**src/rtl/key_filter_multi_if.sv**
```systemverilog
`default_nettype none
// ============================================================================
//  Module   : key_filter_multi_if
//  Brief    : Key bundle between the board key pins and the debouncer
//             outputs that go to application logic.
//  Revision : 1.0 - initial release
// ============================================================================
interface key_filter_multi_if #(
  parameter int KEY_NUM = 4
);

  logic [KEY_NUM-1:0] key_in;        // raw keys, 0 = pressed
  logic [KEY_NUM-1:0] key_level;     // debounced level, 1 = pressed
  logic [KEY_NUM-1:0] press_flag;    // one-cycle press strobe
  logic [KEY_NUM-1:0] release_flag;  // one-cycle release strobe
  logic [KEY_NUM-1:0] long_flag;     // one-cycle long-press strobe
  logic [KEY_NUM-1:0] repeat_flag;   // one-cycle auto-repeat strobe

  // Board / stimulus side: drives the keys, observes the filtered outputs
  modport master (
    output key_in,
    input  key_level,
    input  press_flag,
    input  release_flag,
    input  long_flag,
    input  repeat_flag
  );

  // Debouncer side
  modport slave (
    input  key_in,
    output key_level,
    output press_flag,
    output release_flag,
    output long_flag,
    output repeat_flag
  );

endinterface
`default_nettype wire

```
**src/rtl/key_filter_multi.sv**
```systemverilog
`default_nettype none
// ============================================================================
//  Module   : key_filter_multi
//  Brief    : KEY_NUM independent active-low key debouncers with press,
//             release, long-press and auto-repeat strobes.
//  Revision : 1.0 - initial release
// ============================================================================
module key_filter_multi #(
  parameter int KEY_NUM    = 4,
  parameter int CNT_MAX    = 999_999,
  parameter int LONG_MAX   = 49_999_999,
  parameter int REPEAT_MAX = 4_999_999,
  parameter int REPEAT_EN  = 1
) (
  input  logic              sys_clk,
  input  logic              sys_rst_n,
  key_filter_multi_if.slave bus
);

  localparam int C_DB_W   = $clog2(CNT_MAX + 1);
  localparam int C_LONG_W = $clog2(LONG_MAX + 1);
  localparam int C_REP_W  = $clog2(REPEAT_MAX + 1);

  localparam logic [C_DB_W-1:0]   C_DB_MAX   = C_DB_W'(CNT_MAX);
  localparam logic [C_LONG_W-1:0] C_LONG_MAX = C_LONG_W'(LONG_MAX);
  localparam logic [C_REP_W-1:0]  C_REP_MAX  = C_REP_W'(REPEAT_MAX);

  typedef enum logic [1:0] {
    S_IDLE  = 2'd0,   // stable released
    S_DB_DN = 2'd1,   // confirming press
    S_DOWN  = 2'd2,   // stable pressed
    S_DB_UP = 2'd3    // confirming release
  } state_t;

  logic [KEY_NUM-1:0] r_sync1;
  logic [KEY_NUM-1:0] r_sync2;
  logic [KEY_NUM-1:0] w_level_vec;
  logic [KEY_NUM-1:0] w_press_vec;
  logic [KEY_NUM-1:0] w_release_vec;
  logic [KEY_NUM-1:0] w_long_vec;
  logic [KEY_NUM-1:0] w_repeat_vec;

  // Two-flop synchroniser; resets to "released" so no false press on exit
  always_ff @(posedge sys_clk or negedge sys_rst_n) begin
    if (!sys_rst_n) begin
      r_sync1 <= '1;
      r_sync2 <= '1;
    end else begin
      r_sync1 <= bus.key_in;
      r_sync2 <= r_sync1;
    end
  end

  for (genvar g = 0; g < KEY_NUM; g++) begin : g_ch
    state_t                r_state;
    state_t                w_state_nxt;
    logic [C_DB_W-1:0]     r_db_cnt;
    logic [C_DB_W-1:0]     w_db_nxt;
    logic [C_LONG_W-1:0]   r_long_cnt;
    logic [C_LONG_W-1:0]   w_long_nxt;
    logic [C_REP_W-1:0]    r_rep_cnt;
    logic [C_REP_W-1:0]    w_rep_nxt;
    logic                  r_long_done;
    logic                  w_done_nxt;
    logic                  w_press;
    logic                  w_release;
    logic                  w_long;
    logic                  w_repeat;
    logic                  r_level;
    logic                  r_press;
    logic                  r_release;
    logic                  r_long;
    logic                  r_repeat;
    logic                  w_ks;

    assign w_ks = r_sync2[g];

    // State, counters and registered outputs of this channel
    always_ff @(posedge sys_clk or negedge sys_rst_n) begin
      if (!sys_rst_n) begin
        r_state     <= S_IDLE;
        r_db_cnt    <= '0;
        r_long_cnt  <= '0;
        r_rep_cnt   <= '0;
        r_long_done <= 1'b0;
        r_level     <= 1'b0;
        r_press     <= 1'b0;
        r_release   <= 1'b0;
        r_long      <= 1'b0;
        r_repeat    <= 1'b0;
      end else begin
        r_state     <= w_state_nxt;
        r_db_cnt    <= w_db_nxt;
        r_long_cnt  <= w_long_nxt;
        r_rep_cnt   <= w_rep_nxt;
        r_long_done <= w_done_nxt;
        r_level     <= (w_state_nxt == S_DOWN) || (w_state_nxt == S_DB_UP);
        r_press     <= w_press;
        r_release   <= w_release;
        r_long      <= w_long;
        r_repeat    <= w_repeat;
      end
    end

    // Next-state, counter updates and strobe decode; counters saturate at max
    always_comb begin
      w_state_nxt = r_state;
      w_db_nxt    = r_db_cnt;
      w_long_nxt  = r_long_cnt;
      w_rep_nxt   = r_rep_cnt;
      w_done_nxt  = r_long_done;
      w_press     = 1'b0;
      w_release   = 1'b0;
      w_long      = 1'b0;
      w_repeat    = 1'b0;
      case (r_state)
        S_IDLE: begin
          if (!w_ks) begin
            w_state_nxt = S_DB_DN;
            w_db_nxt    = '0;
          end
        end
        S_DB_DN: begin
          if (w_ks) begin
            w_state_nxt = S_IDLE;            // bounce, discard silently
          end else if (r_db_cnt == C_DB_MAX) begin
            w_state_nxt = S_DOWN;
            w_press     = 1'b1;
            w_long_nxt  = '0;
            w_rep_nxt   = '0;
            w_done_nxt  = 1'b0;
          end else begin
            w_db_nxt = r_db_cnt + 1'b1;
          end
        end
        S_DOWN: begin
          if (w_ks) begin
            w_state_nxt = S_DB_UP;
            w_db_nxt    = '0;
          end else if (!r_long_done) begin
            if (r_long_cnt == C_LONG_MAX) begin
              w_long     = 1'b1;
              w_done_nxt = 1'b1;
            end else begin
              w_long_nxt = r_long_cnt + 1'b1;
            end
          end else if (REPEAT_EN != 0) begin
            if (r_rep_cnt == C_REP_MAX) begin
              w_repeat  = 1'b1;
              w_rep_nxt = '0;
            end else begin
              w_rep_nxt = r_rep_cnt + 1'b1;
            end
          end
        end
        S_DB_UP: begin
          // long/repeat progress is frozen here and resumes on a bounce back
          if (!w_ks) begin
            w_state_nxt = S_DOWN;
          end else if (r_db_cnt == C_DB_MAX) begin
            w_state_nxt = S_IDLE;
            w_release   = 1'b1;
          end else begin
            w_db_nxt = r_db_cnt + 1'b1;
          end
        end
        default: begin
          w_state_nxt = S_IDLE;
        end
      endcase
    end

    assign w_level_vec[g]   = r_level;
    assign w_press_vec[g]   = r_press;
    assign w_release_vec[g] = r_release;
    assign w_long_vec[g]    = r_long;
    assign w_repeat_vec[g]  = r_repeat;
  end

  assign bus.key_level    = w_level_vec;
  assign bus.press_flag   = w_press_vec;
  assign bus.release_flag = w_release_vec;
  assign bus.long_flag    = w_long_vec;
  assign bus.repeat_flag  = w_repeat_vec;

endmodule
`default_nettype wire

```
**src/flat_wrapper.sv**
```systemverilog
// flat-port wrapper written by rule: the top's interface ports become plain ports
module key_filter_multi_flat 
#(
  parameter int KEY_NUM    = 4,
  parameter int CNT_MAX    = 999_999,
  parameter int LONG_MAX   = 49_999_999,
  parameter int REPEAT_MAX = 4_999_999,
  parameter int REPEAT_EN  = 1
)
  (sys_clk, sys_rst_n, bus_key_in, bus_key_level, bus_press_flag, bus_release_flag, bus_long_flag, bus_repeat_flag);
  key_filter_multi_if #(.KEY_NUM(KEY_NUM)) bus_i ();
  input  logic sys_clk;
  input  logic sys_rst_n;
  input wire logic [$bits(bus_i.key_in)-1:0] bus_key_in;
  output wire logic [$bits(bus_i.key_level)-1:0] bus_key_level;
  output wire logic [$bits(bus_i.press_flag)-1:0] bus_press_flag;
  output wire logic [$bits(bus_i.release_flag)-1:0] bus_release_flag;
  output wire logic [$bits(bus_i.long_flag)-1:0] bus_long_flag;
  output wire logic [$bits(bus_i.repeat_flag)-1:0] bus_repeat_flag;
  assign bus_i.key_in = bus_key_in;
  assign bus_key_level = bus_i.key_level;
  assign bus_press_flag = bus_i.press_flag;
  assign bus_release_flag = bus_i.release_flag;
  assign bus_long_flag = bus_i.long_flag;
  assign bus_repeat_flag = bus_i.repeat_flag;
  key_filter_multi #(.KEY_NUM(KEY_NUM), .CNT_MAX(CNT_MAX), .LONG_MAX(LONG_MAX), .REPEAT_MAX(REPEAT_MAX), .REPEAT_EN(REPEAT_EN)) u_core (.sys_clk(sys_clk), .sys_rst_n(sys_rst_n), .bus(bus_i));
endmodule
```
**config.mk**
```make
export PLATFORM = sky130hd
export DESIGN_NAME = key_filter_multi_flat
export DESIGN_NICKNAME = d
export VERILOG_FILES = /design/src/rtl/key_filter_multi_if.sv /design/src/rtl/key_filter_multi.sv /design/src/flat_wrapper.sv
export SDC_FILE = /design/constraint.sdc
export NUM_CORES = 1
export LEC_CHECK = 0
export BUFFER_PORTS_ARGS = -buffer_cell sky130_fd_sc_hd__buf_4
export CAP_MARGIN = 20
export CORE_ASPECT_RATIO = 1.75
export CORE_UTILIZATION = 60
export DETAILED_ROUTE_END_ITERATION = 10
export PLACE_DENSITY = 0.78
export SYNTH_ARGS = -nofsm -noshare
export SYNTH_HDL_FRONTEND = slang
export SYNTH_SLANG_ARGS = --single-unit
```
**constraint.sdc**
```tcl
create_clock -name sys_clk -period 7.7 [get_ports sys_clk]
set_input_delay 0.77 -clock sys_clk [delete_from_list [all_inputs] [get_ports sys_clk]]
set_output_delay 0.77 -clock sys_clk [all_outputs]
set_load 0.05 [all_outputs]
```
# After elaboration in Yosys (flattened, before gate mapping)
# Index checks and enable logic that the tools add are counted.
totals:
  ramBits: 0
  mem_count: 0
  latchBits: 0
  out_inout_bits: 20
  inputBits: 6
  romBits: 0
  register_bits: 316
  word_cells: 322
op_classes:
  multipliers: 0
  n_bitwise: 0
  n_eq_ne: 68
  addsub: 12
  shifts: 0
  magnitude_cmp: 0
  n_reduce_logical: 28
  mux: 172
  div: 0
op_table:
  columns: ["operator", "count"]
  rows:
  - ["2-to-1 mux 26 bit", 20]
  - ["2-to-1 mux 23 bit", 20]
  - ["2-to-1 mux 20 bit", 20]
  - ["case mux 20 bit (4 select lines)", 4]
  - ["case mux 26 bit (2 select lines)", 4]
  - ["case mux 23 bit (2 select lines)", 4]
  - ["adder 26 x 1 -> 26 bit (second input constant)", 4]
  - ["== test 26 bit (second input constant)", 4]
  - ["adder 23 x 1 -> 23 bit (second input constant)", 4]
  - ["== test 23 bit (second input constant)", 4]
  - ["adder 20 x 1 -> 20 bit (second input constant)", 4]
  - ["== test 20 bit (second input constant)", 4]
  - ["2-to-1 mux 1 bit", 68]
  - ["2-to-1 mux 2 bit", 24]
  - ["!= test 2 bit (second input constant)", 20]
  - ["== test 2 bit (second input constant)", 16]
  - ["!= test 2 x 1 -> 1 bit (second input constant)", 16]
  - ["case mux 2 bit (4 select lines)", 4]
  - ["AND reduction 4 bit", 8]
  - ["AND reduction 6 bit", 4]
  - ["AND reduction 5 bit", 4]
  - ["== test 2 x 1 -> 1 bit (second input constant)", 4]
  - ["zero test 2 bit", 4]
  - ["case mux 1 bit (2 select lines)", 4]
  - ["2 further kinds", 8]

# Longest topological paths before layout
logic_depth:
  ltp_word: 6
  mapped_depth: 10
  ltp_nobuf: 8

# Worst setup path after synthesis
# No wires, ideal clock.
synth_timing:
  kind: "flip-flop to flip-flop"
  start: "register u_core.g_ch[1].r_state[1]"
  end: "register u_core.g_ch[1].r_long_cnt[2]"
  setup_time_ps: 78
  arrival_ps: 2351
  t_required_ps: 7622
  stages_incl_launch_ff: 10
  path_buffers: 1
  path_slack_ps: 5271
  period_less_slack_ps: 2429
  cell_sequence: "dfrtp_1 > inv_1 > ha_1 > o21ai_0 > nand3_1 > a31oi_1 > nand2_1 > clkbuf_1 > or3_1 > a21oi_1"
synth_between:
  elab_chain_len: 3
  word_cells_on_any_way: 10
  cone_classes: "eq/ne (7); mux (1); reduce/logical (2)"
synth_rtl:
  columns: ["element", "line", "rtl"]
  rows:
  - ["start: declaration", "key_filter_multi.sv:55", "state_t r_state;"]
  - ["start signal: assignment", "key_filter_multi.sv:92", "r_state <= w_state_nxt;"]
  - ["== test 2 bit / == test 2 x 1 -> 1 bit (equally long branches)", "key_filter_multi.sv:116", "case (r_state)"]
  - ["!= test 2 bit (no source line) (tied with other cells)", null, null]
  - ["AND reduction 6 bit (no source line)", null, null]
  - ["end signal: assignment", "key_filter_multi.sv:94", "r_long_cnt <= w_long_nxt;"]
  - ["end: declaration", "key_filter_multi.sv:59", "logic [C_LONG_W-1:0] r_long_cnt;"]
# Several ways; a longest one is shown, not always the timed one.
# A chain may end at the register's enable or synchronous reset.

# Worst setup path in the final report
layout_timing:
  start: "register u_core.g_ch[1].r_db_cnt[6]"
  end: "register u_core.g_ch[1].r_rep_cnt[6]"
layout_between:
  elab_chain_len: 3
layout_rtl:
  columns: ["element", "line", "rtl"]
  rows:
  - ["start: declaration", "key_filter_multi.sv:57", "logic [C_DB_W-1:0] r_db_cnt;"]
  - ["start signal: assignment", "key_filter_multi.sv:93", "r_db_cnt <= w_db_nxt;"]
  - ["== test 20 bit", "key_filter_multi.sv:126", "end else if (r_db_cnt == C_DB_MAX) begin"]
  - ["!= test 2 x 1 -> 1 bit (no source line)", null, null]
  - ["AND reduction 5 bit (no source line)", null, null]
  - ["end signal: assignment", "key_filter_multi.sv:95", "r_rep_cnt <= w_rep_nxt;"]
  - ["end: declaration", "key_filter_multi.sv:61", "logic [C_REP_W-1:0] r_rep_cnt;"]
# No other way between the ends.

==> flow_metrics.tcl <==
set metrics [dict create \
    synth_top_area_share 0.447 \
    synth-edff-count 0 \
    r2r_start "u_core.g_ch[1].r_db_cnt[6]" \
    setup.reg_to_reg.worst_slack_ns 4.54 \
    intPower_w 0.00266 \
    p_seq_frac 0.460 \
    finalWorstSetupSlack_ns 4.54 \
    critical-path-top-delay-family "simple AND/OR/NAND/NOR gates" \
    num_rows 81 \
    cap_violations 0 \
    post_synth_main_area_contributors "sky130_fd_sc_hd__dfrtp_1 45%, sky130_fd_sc_hd__xnor2_1 5.8%, sky130_fd_sc_hd__nor2_1 5.3%" \
    root_buffer "sky130_fd_sc_hd__clkbuf_16" \
    remaining_routing_drc_violations 0 \
    dpl.hpwl_um 25500 \
    max_slew.worst_pin.slew_ns 1.09 \
    syn2layout_area_growth_pct 8.25 \
    final_hold_viol_count 0 \
    grt_use_met3 0.0270 \
    worst-endpoint-arrival_ns 3.61 \
    grt_start_max_net_pins 156 \
    power.share.combinational 0.141 \
    dominantRegCellSynth "sky130_fd_sc_hd__dfrtp_1" \
    synth.top_cells.by_count "308 x sky130_fd_sc_hd__dfrtp_1, 244 x sky130_fd_sc_hd__nor2_1, 163 x sky130_fd_sc_hd__nand2_1" \
    diodes 0 \
    postRouteAntennaNets 0 \
    yosys_warnings 0 \
    worst_r2r_path_depth 6 \
    critical_path.reg2reg.endpoint "u_core.g_ch[1].r_rep_cnt[6]" \
    clkLatencyLatePin_ns 0.58 \
    power.leakage_nw 7.53 \
    synthesis.nets 1950 \
    via_count_of_the_first_global_routing_pass 13900 \
    fin_nets 1933 \
    io_buffers 25 \
    finalWirelength_um 37700 \
    gp_routability_congestion 0.926 \
    tritoncts_clock_tree "built" \
    cts.hold.buffers_added 0 \
    drt-initial-drc-count 934 \
    grt_pass1_wl_um 64700 \
    global_route.usage.total 0.266 \
    max_fanout_on_critical_path 24 \
    drive_gt1_frac 0.0742 \
    antenna_found_initial 0 \
    floorplan.die.width_um 130 \
    cts_repair_resize_count 0 \
    worst_case_setup_slack_after_placement_ns 4.61 \
    synth_area_leader_cell "sky130_fd_sc_hd__dfrtp_1" \
    worst_clock_skew_ns 0.0144 \
    pwr-share-clk 0.399 \
    finalCritPeriodShare 0.410 \
    timing.final.crit_period_ns 3.16 \
    fp.dieH_um 226 \
    final_max_slew_viol_count 0 \
    path_clk_slew_ns 0.07 \
    die_ar_mm2 0.0294 \
    synth-async-reset-ratio 1.00 \
    switching_share 0.296 \
    final-setup-viol-count 0 \
    groute.layer.met1.usage 0.312 \
    net-switching-power_w 0.00112 \
    route.vias.total 14300 \
    grt-busiest-layer "met2" \
    crit_type "reg2reg" \
    relSlewSlack 0.275 \
    clock_buffers_created_by_tritoncts 30 \
    postSynthAreaPerCell_um2 8.98 \
    synth.cell_area_mm2 0.0172 \
    cts_num_sinks 316 \
    grt_overflow 0 \
    synthesis.instances 1919 \
    cts_post_setup_buffers_inserted 0 \
    start_kind "flop" \
    worst_ep_required_time_ns 8.15 \
    worstHoldPathType "in2async" \
    drt_first_pass_iters 5 \
    worstPathCellList "nor4_1, nand4_1, o21ai_1, nand2_1, o21ai_0, o31ai_1" \
    wl_per_cell_um 16.4 \
    grt_setup_unrepaired "false" \
    synth_seq_area_share 0.459 \
    yosysMostFrequentCell "sky130_fd_sc_hd__dfrtp_1" \
    powerDensity_mw_per_mm2 203 \
    pin_count 26 \
    design.core.area_mm2 0.0281 \
    met2_usage 0.485 \
    cts-root-to-sink-buffers 3 \
    final.setup.tns_ns 0 \
    crit_end_category "flop" \
    crit_buf_inv 0 \
    route.detailed.vias_per_inst 6.22 \
    achievable-frequency_ghz 0.316 \
    initial_core_util 0.614 \
    postSynthRegisterBits 316 \
    run_status "completed" \
    synth_cell_types 72 \
    largest_stage_delay_on_the_critical_path_ns 0.78 \
    htreeDepth 1 \
    largest_vdd_supply_drop_mv 0.180 \
    critical_path_top_delay_cell "sky130_fd_sc_hd__o21ai_1" \
]
==> flip-flops by register name (all words and copies together), names as in the netlist <==
signal                   cells
u_core.g_ch.r_repeat         4
u_core.g_ch.r_state          8
u_core.g_ch.r_long           4
u_core.g_ch.r_long_cnt     104
u_core.g_ch.r_release        4
u_core.g_ch.r_long_done      4
u_core.g_ch.r_db_cnt        80
u_core.r_sync1               4
u_core.g_ch.r_press          4
u_core.r_sync2               4
u_core.g_ch.r_rep_cnt       92
u_core.g_ch.r_level          4
==> cell type report <==
cell class	count	area [um^2]
Fill cell	2294	9420
Multi-Input combinational cell	1472	8770
Sequential cell	316	7920
Clock buffer	36	815
Tap cell	373	467
Timing Repair Buffer	45	362
Clock inverter	20	189
Inverter	37	139
==> layer usage <==
metal,part of all wire,wire [um]
met1,0.40,14900
met2,0.54,20200
met3,0.033,1260
met4,0.033,1240
met5,0,0
==> worst max path at each step <==
| stage | depth (start not counted) | to | slack, ns | start |
|---|---|---|---|---|
| 6_report | 6 | u_core.g_ch[1].r_rep_cnt[6] | 4.54 | u_core.g_ch[1].r_db_cnt[6] |
| 5_1_grt | 6 | u_core.g_ch[1].r_rep_cnt[20] | 4.26 | u_core.g_ch[1].r_db_cnt[6] |
| 4_1_cts | 6 | u_core.g_ch[1].r_rep_cnt[13] | 4.59 | u_core.g_ch[1].r_db_cnt[6] |
| 3_5_place_dp | 6 | u_core.g_ch[1].r_rep_cnt[21] | 4.61 | u_core.g_ch[1].r_db_cnt[6] |
| 3_3_place_gp | 7 | u_core.g_ch[2].r_rep_cnt[13] | 4.77 | u_core.g_ch[2].r_state[0] |
| 2_1_floorplan | 9 | u_core.g_ch[1].r_long_cnt[2] | 5.27 | u_core.g_ch[1].r_state[1] |
==> power by group through the flow <==
stage	registers (W)	clock network (W)	logic, W
floorplan	0.00176	0	0.000383
global placement	0.00177	0	0.000512
detailed placement	0.00177	0	0.000526
CTS	0.00174	0.00154	0.000530
global route	0.00175	0.00160	0.000599
finish	0.00174	0.00151	0.000532
==> kinds of logic (layout without fill, tap and decap cells) <==
logic type | Yosys count | count (layout) | synth area share
AND/OR/NAND/NOR | 953 | 953 | 0.290
buffers and inverters | 131 | 138 | 0.0342
AO/OA/AOI/OAI | 328 | 328 | 0.114
XOR/XNOR | 163 | 163 | 0.0828
multiplexers | 3 | 3 | 0.00181
flip-flops | 316 | 316 | 0.459
adder cells (fa/ha/maj) | 25 | 25 | 0.0181
==> metrics by stage <==
stage	cells	util	power (W)	hold WS [ns]	instance area, um^2
floorplan	1919	-	0.00214	0.345	17200
global placement	2239	0.628	0.00228	0.345	17600
detailed placement	2241	0.628	0.00230	0.347	17600
CTS	2297	0.664	0.00381	0.232	18600
global route	2299	0.665	0.00395	0.254	18700
finish	2299	0.665	0.00378	0.201	18700
==> cells in the final DEF, fill, tap and decap left out, types with 5 or more instances in the layout <==
cell,count
sky130_fd_sc_hd__or3_1,30
sky130_fd_sc_hd__nor3_1,69
sky130_fd_sc_hd__o21ai_0,150
sky130_fd_sc_hd__dfstp_2,8
sky130_fd_sc_hd__a21o_1,7
sky130_fd_sc_hd__or4_1,15
sky130_fd_sc_hd__nand2b_1,14
sky130_fd_sc_hd__inv_1,37
sky130_fd_sc_hd__and2_1,21
sky130_fd_sc_hd__o41ai_1,5
sky130_fd_sc_hd__nor2b_1,13
sky130_fd_sc_hd__nor4_1,48
sky130_fd_sc_hd__and3_1,45
sky130_fd_sc_hd__xnor2_1,115
sky130_fd_sc_hd__buf_4,42
sky130_fd_sc_hd__nand4b_1,10
sky130_fd_sc_hd__a2111oi_0,12
sky130_fd_sc_hd__clkbuf_16,31
sky130_fd_sc_hd__or2_2,10
sky130_fd_sc_hd__a21oi_1,57
sky130_fd_sc_hd__nand4_1,81
sky130_fd_sc_hd__clkinvlp_4,8
sky130_fd_sc_hd__ha_1,25
sky130_fd_sc_hd__a211oi_1,16
sky130_fd_sc_hd__and4_1,21
sky130_fd_sc_hd__nor2_1,244
sky130_fd_sc_hd__nor3b_1,8
sky130_fd_sc_hd__o31ai_1,25
sky130_fd_sc_hd__nor4b_1,10
sky130_fd_sc_hd__nand2_1,163
sky130_fd_sc_hd__dfrtp_1,308
sky130_fd_sc_hd__a31oi_1,15
sky130_fd_sc_hd__nand3_1,114
sky130_fd_sc_hd__xor2_1,48
sky130_fd_sc_hd__clkinv_2,7
sky130_fd_sc_hd__nor4bb_1,10
Power figures use the tool's default switching activity.
